$ cat config.mk
export PLATFORM = sky130hd
export DESIGN_NAME = waterfall_fb_ctrl_flat
export DESIGN_NICKNAME = d
export VERILOG_FILES = /design/src/rtl/waterfall_fb_ctrl_if.sv /design/src/rtl/waterfall_fb_ctrl.sv /design/src/flat_wrapper.sv
export SDC_FILE = /design/constraint.sdc
export NUM_CORES = 1
export LEC_CHECK = 0
export CORE_UTILIZATION = 50
export CTS_BUF_LIST = sky130_fd_sc_hd__clkbuf_16
export DETAILED_ROUTE_END_ITERATION = 16
export HOLD_SLACK_MARGIN = 0.02
export PLACE_DENSITY = 0.75
export SLEW_MARGIN = 20
export SYNTH_ARGS = -nofsm -noshare
export SYNTH_HDL_FRONTEND = slang
export SYNTH_SLANG_ARGS = --single-unit
$ cat constraint.sdc
create_clock -name clk -period 14.45 [get_ports clk]
set_input_delay 2.89 -clock clk [delete_from_list [all_inputs] [get_ports clk]]
set_output_delay 2.89 -clock clk [all_outputs]
set_load 0.005 [all_outputs]
$ cat src/rtl/waterfall_fb_ctrl_if.sv
// Signal bundle between the waterfall framebuffer controller and its
// environment (LCD timing, sample source and pixel RAM).
interface waterfall_fb_ctrl_if #(
    parameter int ADDR_W = 17,
    parameter int DATA_W = 8
);
    logic              visible;
    logic [8:0]        x;
    logic [7:0]        y;
    logic              lower_blank;
    logic              sample_valid;
    logic [DATA_W-1:0] sample_data;
    logic              sample_ready;
    logic [ADDR_W-1:0] ram_addr;
    logic [DATA_W-1:0] ram_wdata;
    logic              ram_we;
    logic [7:0]        row_base;
    logic              row_done;

    // master: the controller; slave: LCD driver, sample source and RAM side
    modport master (
        input  visible, x, y, lower_blank, sample_valid, sample_data,
        output sample_ready, ram_addr, ram_wdata, ram_we, row_base, row_done
    );

    modport slave (
        output visible, x, y, lower_blank, sample_valid, sample_data,
        input  sample_ready, ram_addr, ram_wdata, ram_we, row_base, row_done
    );
endinterface

$ cat src/rtl/waterfall_fb_ctrl.sv
// Waterfall framebuffer controller: clears the pixel RAM, writes sample rows
// outside the visible area and scrolls the display as a circular row buffer.
module waterfall_fb_ctrl #(
    parameter int WIDTH  = 320,
    parameter int HEIGHT = 240,
    parameter int ADDR_W = 17,
    parameter int DATA_W = 8
) (
    input logic                clk,
    input logic                reset,
    waterfall_fb_ctrl_if.master bus
);

    typedef enum logic [1:0] {
        CLEAR,
        FILL,
        WAIT_COMMIT
    } state_e;

    localparam int                PW        = ADDR_W + 10;
    localparam logic [ADDR_W-1:0] LAST_ADDR = ADDR_W'(WIDTH * HEIGHT - 1);
    localparam logic [8:0]        COL_LAST  = 9'(WIDTH - 1);
    localparam logic [7:0]        ROW_LAST  = 8'(HEIGHT - 1);
    localparam logic [8:0]        HEIGHT9   = 9'(HEIGHT);

    // Row start offset; the default 320-wide panel uses shift-add instead of a multiplier
    function automatic logic [PW-1:0] row_offset(input logic [PW-1:0] r);
        if (WIDTH == 320) begin
            return (r << 8) + (r << 6);
        end else begin
            return r * PW'(WIDTH);
        end
    endfunction

    state_e            state_q, state_d;
    logic [ADDR_W-1:0] clr_addr_q, clr_addr_d;
    logic [8:0]        col_q, col_d;
    logic [7:0]        write_row_q, write_row_d;
    logic [7:0]        row_base_q, row_base_d;
    logic              lb_q;
    logic [ADDR_W-1:0] ram_addr_q, ram_addr_d;
    logic [DATA_W-1:0] ram_wdata_q, ram_wdata_d;
    logic              ram_we_q, ram_we_d;
    logic              row_done_q, row_done_d;

    logic [8:0]        phys_sum;
    logic [8:0]        phys;
    logic [ADDR_W-1:0] rd_addr;
    logic [ADDR_W-1:0] wr_addr;
    logic              ready;
    logic              xfer;
    logic              lb_rise;

    always_comb begin
        phys_sum = {1'b0, row_base_q} + {1'b0, bus.y};
        phys     = (phys_sum >= HEIGHT9) ? (phys_sum - HEIGHT9) : phys_sum;
        rd_addr  = ADDR_W'(row_offset(PW'(phys)) + PW'(bus.x));
        wr_addr  = ADDR_W'(row_offset(PW'(write_row_q)) + PW'(col_q));
    end

    assign ready   = (state_q == FILL) && !bus.visible;
    assign xfer    = ready && bus.sample_valid;
    assign lb_rise = bus.lower_blank && !lb_q;

    always_comb begin
        state_d     = state_q;
        clr_addr_d  = clr_addr_q;
        col_d       = col_q;
        write_row_d = write_row_q;
        row_base_d  = row_base_q;
        ram_addr_d  = '0;
        ram_wdata_d = '0;
        ram_we_d    = 1'b0;
        row_done_d  = 1'b0;

        // Display reads always win the RAM port
        if (bus.visible) begin
            ram_addr_d = rd_addr;
        end

        case (state_q)
            CLEAR: begin
                if (!bus.visible) begin
                    ram_addr_d = clr_addr_q;
                    ram_we_d   = 1'b1;
                    if (clr_addr_q == LAST_ADDR) begin
                        clr_addr_d = '0;
                        state_d    = FILL;
                    end else begin
                        clr_addr_d = clr_addr_q + 1'b1;
                    end
                end
            end

            FILL: begin
                if (xfer) begin
                    ram_addr_d  = wr_addr;
                    ram_wdata_d = bus.sample_data;
                    ram_we_d    = 1'b1;
                    if (col_q == COL_LAST) begin
                        col_d   = '0;
                        state_d = WAIT_COMMIT;
                    end else begin
                        col_d = col_q + 1'b1;
                    end
                end
            end

            WAIT_COMMIT: begin
                // Newest row becomes display row 0; the writer moves up one row
                if (lb_rise) begin
                    row_base_d  = write_row_q;
                    write_row_d = (write_row_q == '0) ? ROW_LAST : (write_row_q - 1'b1);
                    row_done_d  = 1'b1;
                    state_d     = FILL;
                end
            end

            default: begin
                state_d = CLEAR;
            end
        endcase
    end

    always_ff @(posedge clk) begin
        if (reset) begin
            state_q     <= CLEAR;
            clr_addr_q  <= '0;
            col_q       <= '0;
            write_row_q <= ROW_LAST;
            row_base_q  <= '0;
            lb_q        <= 1'b0;
            ram_addr_q  <= '0;
            ram_wdata_q <= '0;
            ram_we_q    <= 1'b0;
            row_done_q  <= 1'b0;
        end else begin
            state_q     <= state_d;
            clr_addr_q  <= clr_addr_d;
            col_q       <= col_d;
            write_row_q <= write_row_d;
            row_base_q  <= row_base_d;
            lb_q        <= bus.lower_blank;
            ram_addr_q  <= ram_addr_d;
            ram_wdata_q <= ram_wdata_d;
            ram_we_q    <= ram_we_d;
            row_done_q  <= row_done_d;
        end
    end

    assign bus.sample_ready = ready;
    assign bus.ram_addr     = ram_addr_q;
    assign bus.ram_wdata    = ram_wdata_q;
    assign bus.ram_we       = ram_we_q;
    assign bus.row_base     = row_base_q;
    assign bus.row_done     = row_done_q;

endmodule
$ cat src/flat_wrapper.sv
// flat-port wrapper written by rule: the top's interface ports become plain ports
module waterfall_fb_ctrl_flat 
#(
    parameter int WIDTH  = 320,
    parameter int HEIGHT = 240,
    parameter int ADDR_W = 17,
    parameter int DATA_W = 8
)
  (clk, reset, bus_visible, bus_x, bus_y, bus_lower_blank, bus_sample_valid, bus_sample_data, bus_sample_ready, bus_ram_addr, bus_ram_wdata, bus_ram_we, bus_row_base, bus_row_done);
  waterfall_fb_ctrl_if #(.ADDR_W(ADDR_W), .DATA_W(DATA_W)) bus_i ();
  input logic clk;
  input logic reset;
  input wire logic [$bits(bus_i.visible)-1:0] bus_visible;
  input wire logic [$bits(bus_i.x)-1:0] bus_x;
  input wire logic [$bits(bus_i.y)-1:0] bus_y;
  input wire logic [$bits(bus_i.lower_blank)-1:0] bus_lower_blank;
  input wire logic [$bits(bus_i.sample_valid)-1:0] bus_sample_valid;
  input wire logic [$bits(bus_i.sample_data)-1:0] bus_sample_data;
  output wire logic [$bits(bus_i.sample_ready)-1:0] bus_sample_ready;
  output wire logic [$bits(bus_i.ram_addr)-1:0] bus_ram_addr;
  output wire logic [$bits(bus_i.ram_wdata)-1:0] bus_ram_wdata;
  output wire logic [$bits(bus_i.ram_we)-1:0] bus_ram_we;
  output wire logic [$bits(bus_i.row_base)-1:0] bus_row_base;
  output wire logic [$bits(bus_i.row_done)-1:0] bus_row_done;
  assign bus_i.visible = bus_visible;
  assign bus_i.x = bus_x;
  assign bus_i.y = bus_y;
  assign bus_i.lower_blank = bus_lower_blank;
  assign bus_i.sample_valid = bus_sample_valid;
  assign bus_i.sample_data = bus_sample_data;
  assign bus_sample_ready = bus_i.sample_ready;
  assign bus_ram_addr = bus_i.ram_addr;
  assign bus_ram_wdata = bus_i.ram_wdata;
  assign bus_ram_we = bus_i.ram_we;
  assign bus_row_base = bus_i.row_base;
  assign bus_row_done = bus_i.row_done;
  waterfall_fb_ctrl #(.WIDTH(WIDTH), .HEIGHT(HEIGHT), .ADDR_W(ADDR_W), .DATA_W(DATA_W)) u_core (.clk(clk), .reset(reset), .bus(bus_i));
endmodule
==> flow_summary.rst <==
.. list-table::
   :header-rows: 1

   * - Metric
     - Value
   * - Share of synthesized registers carrying an async set or reset
     - 0%
   * - Type of the most critical hold path
     - reg2reg
   * - Synthesized-area fraction occupied by xor and xnor cells
     - 10.2%
   * - Number of buffers created by CTS
     - 9
   * - Area share of and/or/nand/nor cells after synthesis
     - 20.2%
   * - Part of the Yosys area used for sequential elements
     - 33.3%
   * - Period Utilization, post-route
     - 55.6%
   * - Number of gates resized after CTS
     - 0
   * - CP startpoint kind
     - input pin
   * - Combinational family with the most area after synthesis
     - simple AND/OR/NAND/NOR gates
   * - Highest cell delay on the worst timing path
     - 0.52 ns
   * - Initial core utilization
     - 52.2%
   * - Fin. max-slew vios
     - 0
   * - Master of the slowest instance on the critical path
     - sky130_fd_sc_hd__or4_1
   * - Residual antenna-violating net count after detailed routing
     - 0
   * - Cell Chain, Critical Path
     - clkdlybuf4s50_1 > ha_1 > inv_1 > fa_1 > and2b_1 > o22ai_1 > xnor2_2 > ha_1 > and3b_1 > a221oi_1 > o211ai_1 > nand3b_1 > a21oi_2 > nor2_2 > mux2_4 > ha_1 > ha_1 > or4_1 > o22ai_2 > o21ai_2 > or3_1 > o21a_1 > a21oi_2
   * - Std cell rows
     - 33
   * - Slack of the critical path
     - 6.41 ns
   * - Post-CTS Hold Buffers
     - 0
   * - Number of clock sinks
     - 72
   * - I/O pin cnt
     - 66
   * - Number of diodes added for antenna fixing
     - 0
   * - Distinct cell type count of the synthesized netlist
     - 63
   * - Core box area
     - 8300 um^2
   * - Total length of routed wires
     - 9.80 mm
   * - CTS tree
     - yes
   * - Mux cell area share after synthesis
     - 0.837%
   * - Highest Clock Rate
     - 124 MHz
   * - Area added between synthesis and finish
     - 24.1%
   * - Reg clk slew, reported paths
     - 0.06 ns
   * - Max_cap viols
     - 0
   * - Drt pass-1 iters
     - 6
   * - Top cells by area, synth
     - sky130_fd_sc_hd__dfxtp_1 33%, sky130_fd_sc_hd__ha_1 13%, sky130_fd_sc_hd__xnor2_1 5.1%, sky130_fd_sc_hd__nor2_1 4.8%, sky130_fd_sc_hd__xor2_1 4.0%
   * - Vertical die dimension
     - 95.1 um
   * - Outcome
     - complete, no violations
   * - Worst-skew pair later-pin latency
     - 0.34 ns
   * - Top-area cell type share of the netlist area
     - 33.3%
   * - Setup repair after global routing missed its margin
     - false
   * - Clock Root Buffer
     - sky130_fd_sc_hd__clkbuf_16
   * - Headroom to the max-slew limit
     - 41.9%
   * - Required @ worst endpoint
     - 14.73 ns
   * - Number of storage elements in the synthesis netlist
     - 72
   * - Final Critical Period
     - 8.04 ns
   * - First-pass GRT wire length
     - 16.6 mm
   * - Buffer depth of the longest clock path
     - 2
   * - Dpl ws
     - 6.11 ns
   * - Fillcell total
     - 696
   * - Count of input and output buffers
     - 65
   * - Fraction of the mapped netlist area in compound gates
     - 16.6%
   * - Overall power consumption
     - 502 uW
   * - Cell with the most instances on the worst path
     - sky130_fd_sc_hd__ha_1
   * - Share of layout cells above drive strength 1
     - 6.53%
   * - Detailed placer's ending HPWL
     - 7.27 mm
   * - Iteration-0 DRC count of the detailed router
     - 233
   * - Number of nets in the layout
     - 627
   * - Final design utilization
     - 64.8%
   * - Worst setup path category
     - in2reg
   * - Arr. time, crit path
     - 8.31 ns
   * - Global route overflow
     - 0
   * - Buffers inserted during post-CTS setup optimization
     - 0
   * - Number of synthesized flops with an enable pin
     - 0
   * - Maximum fanout along the worst path
     - 5
   * - All-Layer GR Usage
     - 23.5%
   * - Final hold violation count
     - 0
   * - Setup-violating endpoint count in the final report
     - 0
   * - Initial antenna violation count
     - 0
   * - Post-synth top flop
     - sky130_fd_sc_hd__dfxtp_1
   * - Routed wirelength normalized by instance count
     - 14.9 um
   * - Avg Inst Size Synth
     - 8.94 um^2
   * - Clock tree skew after final layout
     - 0.00950 ns
   * - Final RePlAce weighted congestion
     - 0.890
   * - Cell area after technology mapping
     - 4330 um^2
   * - Areal power density over the cells
     - 93.3 nW/um^2
   * - Total number of yosys warnings
     - 0
   * - Total via count after detailed routing
     - 3761
   * - Crit path capture type
     - register
   * - Die extent in x
     - 95.1 um
   * - H-Tree Depth
     - 3
   * - DRC Markers
     - 0
   * - Vias in the first global route
     - 3582
   * - Sum of buffers and inverters on the critical path
     - 2
   * - Number of instances in the synthesized netlist
     - 485
   * - Static leakage
     - 0.00223 uW
   * - Area share of fa/ha/maj cells after synthesis
     - 15.6%
   * - Post-Synthesis Net Count
     - 566
   * - Post-route setup TNS
     - 0 ns
   * - Dominant cell type by area after synthesis
     - sky130_fd_sc_hd__dfxtp_1
   * - Transition at the pin with the smallest max-transition slack
     - 0.871 ns
   * - Largest vdd supply drop
     - 0.0536 mV
   * - Pin count of the biggest net entering global routing
     - 48
   * - Top Family by Delay on Critical Path
     - simple AND/OR/NAND/NOR gates
   * - DIE AREA
     - 9040 um^2
   * - Routed vias/inst
     - 5.73
cell usage after synthesis (2+ instances only):
cell and instances:
sky130_fd_sc_hd__a211oi_1 3, sky130_fd_sc_hd__a21o_1 10, sky130_fd_sc_hd__a21oi_1 25, sky130_fd_sc_hd__a21oi_2 3, sky130_fd_sc_hd__a222oi_1 13, sky130_fd_sc_hd__a22oi_1 4, sky130_fd_sc_hd__a31oi_1 4, sky130_fd_sc_hd__a32oi_1 2
sky130_fd_sc_hd__and2_1 11, sky130_fd_sc_hd__and3_1 11, sky130_fd_sc_hd__buf_4 2, sky130_fd_sc_hd__clkbuf_1 15, sky130_fd_sc_hd__dfxtp_1 72, sky130_fd_sc_hd__fa_1 5, sky130_fd_sc_hd__ha_1 46, sky130_fd_sc_hd__inv_1 18
sky130_fd_sc_hd__nand2_1 39, sky130_fd_sc_hd__nand2b_1 2, sky130_fd_sc_hd__nand3_1 12, sky130_fd_sc_hd__nand3b_1 4, sky130_fd_sc_hd__nand4_1 7, sky130_fd_sc_hd__nor2_1 55, sky130_fd_sc_hd__nor2b_1 11, sky130_fd_sc_hd__nor3_1 11
sky130_fd_sc_hd__nor3b_1 2, sky130_fd_sc_hd__o2111ai_1 2, sky130_fd_sc_hd__o21a_1 3, sky130_fd_sc_hd__o21ai_0 12, sky130_fd_sc_hd__o21bai_1 2, sky130_fd_sc_hd__or3_1 2, sky130_fd_sc_hd__xnor2_1 25, sky130_fd_sc_hd__xor2_1 20
sky130_fd_sc_hd__xor2_2 2
power by group:
group | internal (uW) | switching [uW] | leakage (uW)
logic | 34.5 | 32.7 | 0.00149
registers | 203 | 1.87 | 0.000584
clock network | 137 | 92.8 | 0.000149
worst reg2reg max path: cells and delay by family, from the launching register on:
kind / cells / cell delay [ns]
simple gates: 6 / 1.65
fa+ha+maj: 5 / 1.41
compound gates: 8 / 1.34
flops: 1 / 0.36
mux: 1 / 0.33
xor+xnor: 1 / 0.18
buf+inv: 1 / 0.07
metal layers:
layer,share of wire (%),global-route usage (%)
met5,0,0
met4,1.2,7.20
met3,4.9,4.31
met2,49,41.0
met1,45,29.3
cell type report:
cell class / count / area, um^2 / area share (%)
Clock buffer: 9 / 225 / 4.19
Multi-Input combinational cell: 377 / 2760 / 51.2
Inverter: 18 / 67.6 / 1.26
Clock inverter: 7 / 83.8 / 1.56
Tap cell: 105 / 131 / 2.44
Sequential cell: 72 / 1440 / 26.8
Timing Repair Buffer: 68 / 673 / 12.5
cell usage in the layout (no fill, tap or decap), types with 12 or more instances in the layout:
master                             n
sky130_fd_sc_hd__a21oi_1          25
sky130_fd_sc_hd__a222oi_1         13
sky130_fd_sc_hd__clkdlybuf4s50_1  65
sky130_fd_sc_hd__dfxtp_1          72
sky130_fd_sc_hd__ha_1             46
sky130_fd_sc_hd__inv_1            18
sky130_fd_sc_hd__nand2_1          39
sky130_fd_sc_hd__nand3_1          12
sky130_fd_sc_hd__nor2_1           55
sky130_fd_sc_hd__o21ai_0          12
sky130_fd_sc_hd__xnor2_1          25
sky130_fd_sc_hd__xor2_1           20
flip-flops by register name, indices dropped and copies added (netlist names):
name,flops
u_core.bus.row_done,1
u_core.clr_addr_q,17
u_core.bus.ram_we,1
u_core.col_q,9
u_core.bus.row_base,8
u_core.bus.ram_wdata,8
u_core.write_row_q,8
u_core.lb_q,1
u_core.bus.ram_addr,17
u_core.state_q,2
final timing paths:
check	startpoint	to	slack, ns	cells past startpoint
setup reg to reg	u_core.bus.row_base[0]	u_core.bus.ram_addr[16]	9.05	22
hold reg to reg	u_core.bus.row_base[3]	u_core.bus.row_base[3]	0.48	2
hold / removal	u_core.bus.row_base[3]	u_core.bus.row_base[3]	0.48	2
setup / recovery	bus_y[0]	u_core.bus.ram_addr[16]	6.41	23
stage by stage:
stage	cell area, um^2	hold slack (ns)	instances
2_1_floorplan	4330	0.469	485
3_3_place_gp	5070	0.475	640
3_5_place_dp	5070	0.473	640
4_1_cts	5380	0.482	656
5_1_grt	5380	0.516	656
6_report	5380	0.481	656
kinds of logic after synthesis:
family / Yosys count
AOI/OAI and AO/OA: 97
xor gates and xnor gates: 48
adders and majority gates: 51
buffers and inverters: 36
DFF: 72
muxes: 3
and+or+nand+nor: 178
(Power assumes the default switching activity.)
